===== src/rtl/mult_seq_control.sv =====
// Sequencer for a slice-based multiplier: steps one SLICE_W x SLICE_W partial
// product per cycle (A index inner, B index outer) and drives the accumulator.
module mult_seq_control #(
  parameter int SLICE_W = 4,
  parameter int SLICES  = 2,
  localparam int IDX_W  = $clog2(SLICES),
  localparam int SH_W   = $clog2((2*SLICES-2)*SLICE_W+1)
) (
  input  logic             clk,
  input  logic             reset_a,
  input  logic             start,
  input  logic             abort,
  output logic [IDX_W-1:0] a_sel,
  output logic [IDX_W-1:0] b_sel,
  output logic [SH_W-1:0]  shift_amt,
  output logic             clk_ena,
  output logic             sclr_n,
  output logic             busy,
  output logic             done,
  output logic             err,
  output logic [2:0]       state_out
);

  typedef enum logic [2:0] {
    S_IDLE  = 3'b000,
    S_CLEAR = 3'b001,
    S_CALC  = 3'b010,
    S_DONE  = 3'b011,
    S_ERR   = 3'b100
  } state_t;

  localparam logic [IDX_W-1:0] LAST_IDX = IDX_W'(SLICES-1);
  localparam logic [IDX_W-1:0] ONE_IDX  = IDX_W'(1);
  localparam logic [SH_W-1:0]  SLICE_SH = SH_W'(SLICE_W);

  state_t           state_q, state_d;
  logic [IDX_W-1:0] a_q, a_d;
  logic [IDX_W-1:0] b_q, b_d;

  // NOTE: sequential state uses non-blocking assignments so every flop
  // samples pre-edge values regardless of statement order.
  always_ff @(posedge clk or negedge reset_a) begin
    if (!reset_a) begin
      state_q <= S_IDLE;
      a_q     <= '0;
      b_q     <= '0;
    end else begin
      state_q <= state_d;
      a_q     <= a_d;
      b_q     <= b_d;
    end
  end

  // NOTE: every variable gets a default before the case, so no path can
  // leave one unassigned and infer a latch.
  always_comb begin
    state_d = state_q;
    a_d     = a_q;
    b_d     = b_q;
    if (abort) begin
      state_d = S_IDLE;
      a_d     = '0;
      b_d     = '0;
    end else begin
      case (state_q)
        S_IDLE:  if (start) state_d = S_CLEAR;
        S_CLEAR: begin
          a_d = '0;
          b_d = '0;
          state_d = start ? S_ERR : S_CALC;
        end
        S_CALC: begin
          if (start) begin
            state_d = S_ERR;
          end else if (a_q == LAST_IDX && b_q == LAST_IDX) begin
            state_d = S_DONE;
            a_d     = '0;
            b_d     = '0;
          end else if (a_q == LAST_IDX) begin
            a_d = '0;
            b_d = b_q + ONE_IDX;
          end else begin
            a_d = a_q + ONE_IDX;
          end
        end
        S_DONE:  state_d = start ? S_CLEAR : S_IDLE;
        S_ERR:   if (start) state_d = S_CLEAR;
        default: begin
          state_d = S_IDLE;
          a_d     = '0;
          b_d     = '0;
        end
      endcase
    end
  end

  // Moore decode; selects and shift are forced to zero outside CALC
  always_comb begin
    a_sel     = '0;
    b_sel     = '0;
    shift_amt = '0;
    clk_ena   = 1'b0;
    sclr_n    = 1'b1;
    busy      = 1'b0;
    done      = 1'b0;
    err       = 1'b0;
    state_out = state_q;
    case (state_q)
      S_CLEAR: begin
        sclr_n = 1'b0;
        busy   = 1'b1;
      end
      S_CALC: begin
        clk_ena   = 1'b1;
        busy      = 1'b1;
        a_sel     = a_q;
        b_sel     = b_q;
        shift_amt = (SH_W'(a_q) + SH_W'(b_q)) * SLICE_SH;
      end
      S_DONE:  done = 1'b1;
      S_ERR:   err  = 1'b1;
      default: ;
    endcase
  end

endmodule


===== config.mk =====
export PLATFORM = sky130hd
export DESIGN_NAME = mult_seq_control
export DESIGN_NICKNAME = d
export VERILOG_FILES = /design/src/rtl/mult_seq_control.sv
export SDC_FILE = /design/constraint.sdc
export NUM_CORES = 1
export LEC_CHECK = 0
export CORE_AREA = 2 2 39 41
export CTS_CLUSTER_SIZE = 28
export DETAILED_ROUTE_END_ITERATION = 10
export DIE_AREA = 0 0 41 43
export HOLD_SLACK_MARGIN = 0.06
export SKIP_LAST_GASP = 1
export SYNTH_ARGS = -nofsm -noshare
export SYNTH_HDL_FRONTEND = slang
export SYNTH_SLANG_ARGS = --single-unit

===== constraint.sdc =====
create_clock -name clk -period 1.35 [get_ports clk]
set_input_delay 0.27 -clock clk [delete_from_list [all_inputs] [get_ports clk]]
set_output_delay 0.27 -clock clk [all_outputs]
set_load 0.02 [all_outputs]

# Word-level counts from Yosys, hierarchy flattened
# Index checks and enable logic that the tools add are counted.
[word_totals] register_bits=5 input_bits=4 output_inout_bits=14 word_cells=48
[op_classes] n_addsub=3 eq_ne=9 mux=25 reduce_logical=8
[ops] operator="1-bit 2-to-1 mux" count=16
[ops] operator="3-bit 2-to-1 mux" count=5
[ops] operator="3-bit one-hot mux with 4 select lines" count=1
[ops] operator="4-bit inequality test (second input constant)" count=2
[ops] operator="3-bit by 2-bit == test with 1-bit output (second input constant)" count=2
[ops] operator="4-bit 2-to-1 mux" count=1
[ops] operator="1-bit one-hot mux with 2 select lines" count=2
[ops] operator="2-bit AND reduction" count=2
[ops] operator="2-bit OR reduction" count=2
[ops] operator="3-bit by 1-bit == test with 1-bit output (second input constant)" count=1
[ops] operator="3-bit == test (second input constant)" count=1
[ops] operator="3-bit zero test" count=1
[ops] operator="3-bit by 1-bit inequality test with 1-bit output (second input constant)" count=1
[ops] operator="3-bit inequality test (second input constant)" count=1
[ops] operator="3-bit AND reduction" count=1
[ops] operator="3-bit OR reduction" count=1
[ops] operator="1-bit adder (second input constant)" count=2
[ops] operator="1-bit by 1-bit adder with 2-bit output" count=1
[ops] operator="2-bit by 1-bit inequality test with 1-bit output (second input constant)" count=1
[ops] operator="1-bit logical AND" count=1

# Longest topological paths before layout
[logic_depth] depth_word=6 depth_mapped=4 depth_no_buf=4

# Least setup slack after synthesis
# No wires, ideal clock.
[synth_timing] path_kind="reg-to-output" from="reg state_q[1] (netlist: state_out[1])" to="out b_sel" arrival_ps=1423 required_time_ps=1080 setup_slack_ps=-343 path_stages_with_launch=5 n_path_buf=1 cell_sequence="dfrtp_1 > buf_2 > nand2b_1 > nor2_1 > and2_1"
[synth_via] elab_chain_cells=2
[synth_lines] item="start: declaration" line="36" text="state_t state_q, state_d;"
[synth_lines] item="start signal: assignment" line="48" text="state_q <= state_d;"
[synth_lines] item="3-bit by 2-bit == test with 1-bit output" line="108" text="case (state_q)"
[synth_lines] item="1-bit 2-to-1 mux" line="108"
[synth_lines] item="end: declaration" line="14" text="output logic [IDX_W-1:0] b_sel,"
# Every way passes these cells.

# Final worst setup path
[layout_timing] from="reg state_q[0] (netlist: state_out[0])" to="out err"
[layout_via] elab_chain_cells=2
[layout_lines] item="3-bit == test" line="108"
[layout_lines] item="1-bit 2-to-1 mux" line="108"
[layout_lines] item="end: declaration" line="20" text="output logic err,"
# Every way passes these cells.

==> metrics.log <==
[metrics] standby leakage power: 0.0003872 uW
[metrics] RSZ-0062 raised after global routing: true
[metrics] internal power of the cells: 360.2 uW
[metrics] gpl congestion: 0.7160
[metrics] starting DRC count in detailed routing: 2
[metrics] core outline area: 0.001384 sq mm
[metrics] post-detail-place hpwl: 878 um
[metrics] violations in the final reports: setup timing
[metrics] number of optimization iterations in the first detailed-route pass: 4
[metrics] Data arrival, critical path: 1190 ps
[metrics] Layout Skew: 0.2853 ps
[metrics] met3 routing resource usage after global routing: 0.06283
[metrics] most utilized layer in the global route result: met2
[metrics] cells traversed along the worst timing path: buf_4 -> inv_2 -> and3_1 -> buf_4
[metrics] peak supply drop: 0.7602 mV
[metrics] maximum number of pins on one net before global-route repair: 12
[metrics] storage element area: 127.6 sq um
[metrics] DRC Markers: 0
[metrics] number of hold violations in the final report: 0
[metrics] antenna viol nets, final: 0
[metrics] leftover overflow at the end of global routing: 0
[metrics] share of synthesized registers carrying an async set or reset: 1.000
[metrics] dominant synthesized flop cell: sky130_fd_sc_hd__dfrtp_1
[metrics] post-DR vias/cell: 4.779
[metrics] routed wirelength normalized by instance count: 11.99 um
[metrics] ratio of total power to cell area: 595.4 mW/mm^2
[metrics] launching element type of the critical path: flop
[metrics] Max Cap Violations: 0
[metrics] most area-hungry cell type in the Yosys netlist: sky130_fd_sc_hd__dfrtp_1
[metrics] share of the cycle needed by the critical path after routing: 1.084
[metrics] fraction of layout cells with a size suffix above 1: 0.6023
[metrics] FF+latch count, synth: 5
[metrics] # rows: 14
[metrics] reg-to-reg critical path endpoint: b_q$_DFFE_PN0P_
[metrics] Distinct cells, synth: 29
[metrics] share of the synthesized area in the top cell type: 0.2874
[metrics] GRT met1 Usage: 0.2378
[metrics] Max Freq: 683.4 MHz
[metrics] final-layout worst hold slack: 260.9 ps
[metrics] Mapped Avg Cell Area: 8.538 sq um
[metrics] Worst R2R Setup Slack: -80 ps
[metrics] vias in the first global route: 473
[metrics] Final WS setup: -113.3 ps
[metrics] number of filler cells placed in the layout: 129
[metrics] number of vias after detailed routing: 497
[metrics] die height: 43 um
[metrics] multi-input gate area in the final layout: 332.8 sq um
[metrics] category of the most critical setup path: reg -> out
[metrics] most frequent CP cell: sky130_fd_sc_hd__buf_4
[metrics] run status: finished with violations
[metrics] Net Sw Power: 145.6 uW
[metrics] routed wire length: 1.247 mm
[metrics] area of the mapped netlist: 435.4 sq um
[metrics] clock edge transition at the registers on the reported setup and hold paths: 40 ps
[metrics] effective utilization at floorplan: 0.3146
[metrics] Tmin final: 1463 ps
[metrics] wire length of the first global-routing pass: 2.132 mm
[metrics] clock tree from TritonCTS: built
[metrics] count of mapped cells out of synthesis: 51
[metrics] diode count: 0
[metrics] Critical Path Sink Type: output port
[metrics] worst path required time: 1080 ps
[metrics] proportion of power drawn by flip-flops and latches: 0.321
[metrics] most area-consuming cells after synthesis: sky130_fd_sc_hd__dfrtp_1 29%, sky130_fd_sc_hd__nor4b_4 5.5%, sky130_fd_sc_hd__and2_1 4.3%, sky130_fd_sc_hd__o2111ai_1 4.0%, sky130_fd_sc_hd__a21oi_1 3.4%
[metrics] clk sink count: 5
[metrics] Chip Width: 41 um
[metrics] r2r worst-path depth: 5
[metrics] initial antenna violation count: 0
[metrics] PortBufs: 15
[metrics] clock root cell: sky130_fd_sc_hd__clkbuf_4
[metrics] number of warnings issued by yosys: 0
[metrics] final standard cell utilization of the core: 0.6139
[metrics] Post-synth top cells: 5 x sky130_fd_sc_hd__dfrtp_1, 4 x sky130_fd_sc_hd__nor2_1, 3 x sky130_fd_sc_hd__a21oi_1, 3 x sky130_fd_sc_hd__and2_1, 3 x sky130_fd_sc_hd__inv_1
[metrics] TritonCTS buffer count: 3
[metrics] area added between synthesis and finish: 95.11%
[metrics] Max clock buf depth: 2
[metrics] Clk Latency, worst-skew pair: 240 ps
[metrics] launch instance of the worst register-to-register path: b_q$_DFFE_PN0P_
[metrics] number of buffers inserted for hold repair after clock tree synthesis: 0
[metrics] CP max FO: 4
[metrics] relative contribution of combinational cells to total power: 0.345
[metrics] worst slack at placement: -310.6 ps
[metrics] delay of the slowest cell on the worst path: 430 ps
[metrics] met2 track demand over resource in global routing: 0.2781
[metrics] clock network fraction of design power: 0.335
[metrics] sequential cell area fraction in the yosys report: 0.2874
[metrics] total of endpoints with negative setup slack in the final report: 11
[metrics] number of enable flip-flop cells after synthesis: 0
[metrics] most used standard cell by instance count after synthesis: sky130_fd_sc_hd__dfrtp_1
[metrics] CP max stage cell: sky130_fd_sc_hd__dfrtp_2
[metrics] max-slew violations: 0
[metrics] path type of the worst min-delay path: in -> async
[metrics] net switching fraction of the power: 0.2879
[metrics] H-Tree Level Count: 1
[metrics] final net count: 94
[metrics] ports placed on the boundary: 18
[metrics] die area: 0.001763 sq mm
[metrics] gr usage total: 0.1754
worst max-delay path: cells and delay by family (launching register included):
kind                   cells  cell delay, ps
flip-flops                 1             430
buffers and inverters      3             380
AND/OR/NAND/NOR            1             140
registers in the layout (all words and copies together), names as in the netlist:
name and count:
a_q 1, b_q 1, state_out 3
power by group through the flow:
stage / combinational, uW / clock [uW] / sequential, uW
2_1_floorplan: 75.5 / 0 / 168
3_3_place_gp: 129 / 0 / 168
3_5_place_dp: 129 / 0 / 168
4_1_cts: 172 / 175 / 162
5_1_grt: 187 / 191 / 163
6_report: 174 / 169 / 162
per-stage QoR:
| step | std cells | cell area (sq um) | TNS, ps | power, uW |
|---|---|---|---|---|
| 2_1_floorplan | 52 | 476.7 | -0.7818 | 243.0 |
| 3_3_place_gp | 90 | 695.7 | -2971 | 296.8 |
| 3_5_place_dp | 90 | 695.7 | -3020 | 297.0 |
| 4_1_cts | 104 | 842.1 | -901.4 | 509.9 |
| 5_1_grt | 104 | 849.6 | -1579 | 540.0 |
| 6_report | 104 | 849.6 | -905.8 | 505.8 |
placed cells by master, fill, tap and decap left out, types with 2 or more instances in the layout:
cell	Yosys	routed
sky130_fd_sc_hd__or2_1	2	2
sky130_fd_sc_hd__buf_4	2	20
sky130_fd_sc_hd__clkdlybuf4s50_1	0	3
sky130_fd_sc_hd__nor2_4	0	2
sky130_fd_sc_hd__o21ai_1	2	2
sky130_fd_sc_hd__inv_1	3	2
sky130_fd_sc_hd__nand2b_4	0	2
sky130_fd_sc_hd__o211ai_1	2	2
sky130_fd_sc_hd__and2_4	0	3
sky130_fd_sc_hd__dfrtp_2	0	2
sky130_fd_sc_hd__a21oi_1	3	3
sky130_fd_sc_hd__nor2b_1	2	2
sky130_fd_sc_hd__nand3_1	2	2
sky130_fd_sc_hd__buf_6	1	13
sky130_fd_sc_hd__o2111ai_1	2	2
sky130_fd_sc_hd__clkbuf_4	0	3
sky130_fd_sc_hd__dfrtp_1	5	3
sky130_fd_sc_hd__conb_1	1	2
cell families after synthesis:
family | count (synthesis) | synth area share
and+or+nand+nor | 24 | 0.3764
AOI/OAI and AO/OA | 11 | 0.1695
buffers and inverters | 8 | 0.1092
DFF | 5 | 0.2874
xor gates and xnor gates | 1 | 0.02012
adders and majority gates | 1 | 0.02873
other | 1 | 0.008612
worst max-delay path by stage:
stage | cells past startpoint | startpoint | slack (ps) | endpoint
after global placement | 4 | state_out[2]$_DFFE_PN0P_ | -310 | shift_amt[3]
after floorplan | 4 | state_out[1]$_DFFE_PN0P_ | -0.4 | b_sel
after global routing | 4 | state_out[0]$_DFFE_PN0P_ | -170 | b_sel
final | 4 | state_out[0]$_DFFE_PN0P_ | -110 | err
after detailed placement | 4 | state_out[1]$_DFFE_PN0P_ | -310 | shift_amt[3]
after CTS | 3 | state_out[1]$_DFFE_PN0P_ | -120 | sclr_n
final cells by class:
| class | count | share of cell area |
|---|---|---|
| timing repair buffer | 37 | 0.3903 |
| multi-input combinational | 39 | 0.3918 |
| inverter | 3 | 0.01325 |
| sequential | 5 | 0.1502 |
| clock buffer | 4 | 0.03093 |
| tap | 16 | 0.02356 |
metal layers:
layer / vias to the layer above / wire length (um)
met1: 228 / 552
met2: 20 / 621
met4: 0 / 0
met5: - / 0
li1: 249 / -
met3: 0 / 73
timing repair:
action	in CTS	in global routing
pin swaps	5	3
resized for setup	74	6
endpoints found under the hold margin	0	0
setup endpoints to repair	14	14
buffers inserted	10	0
Note: power is estimated with default switching activity, not from simulation.
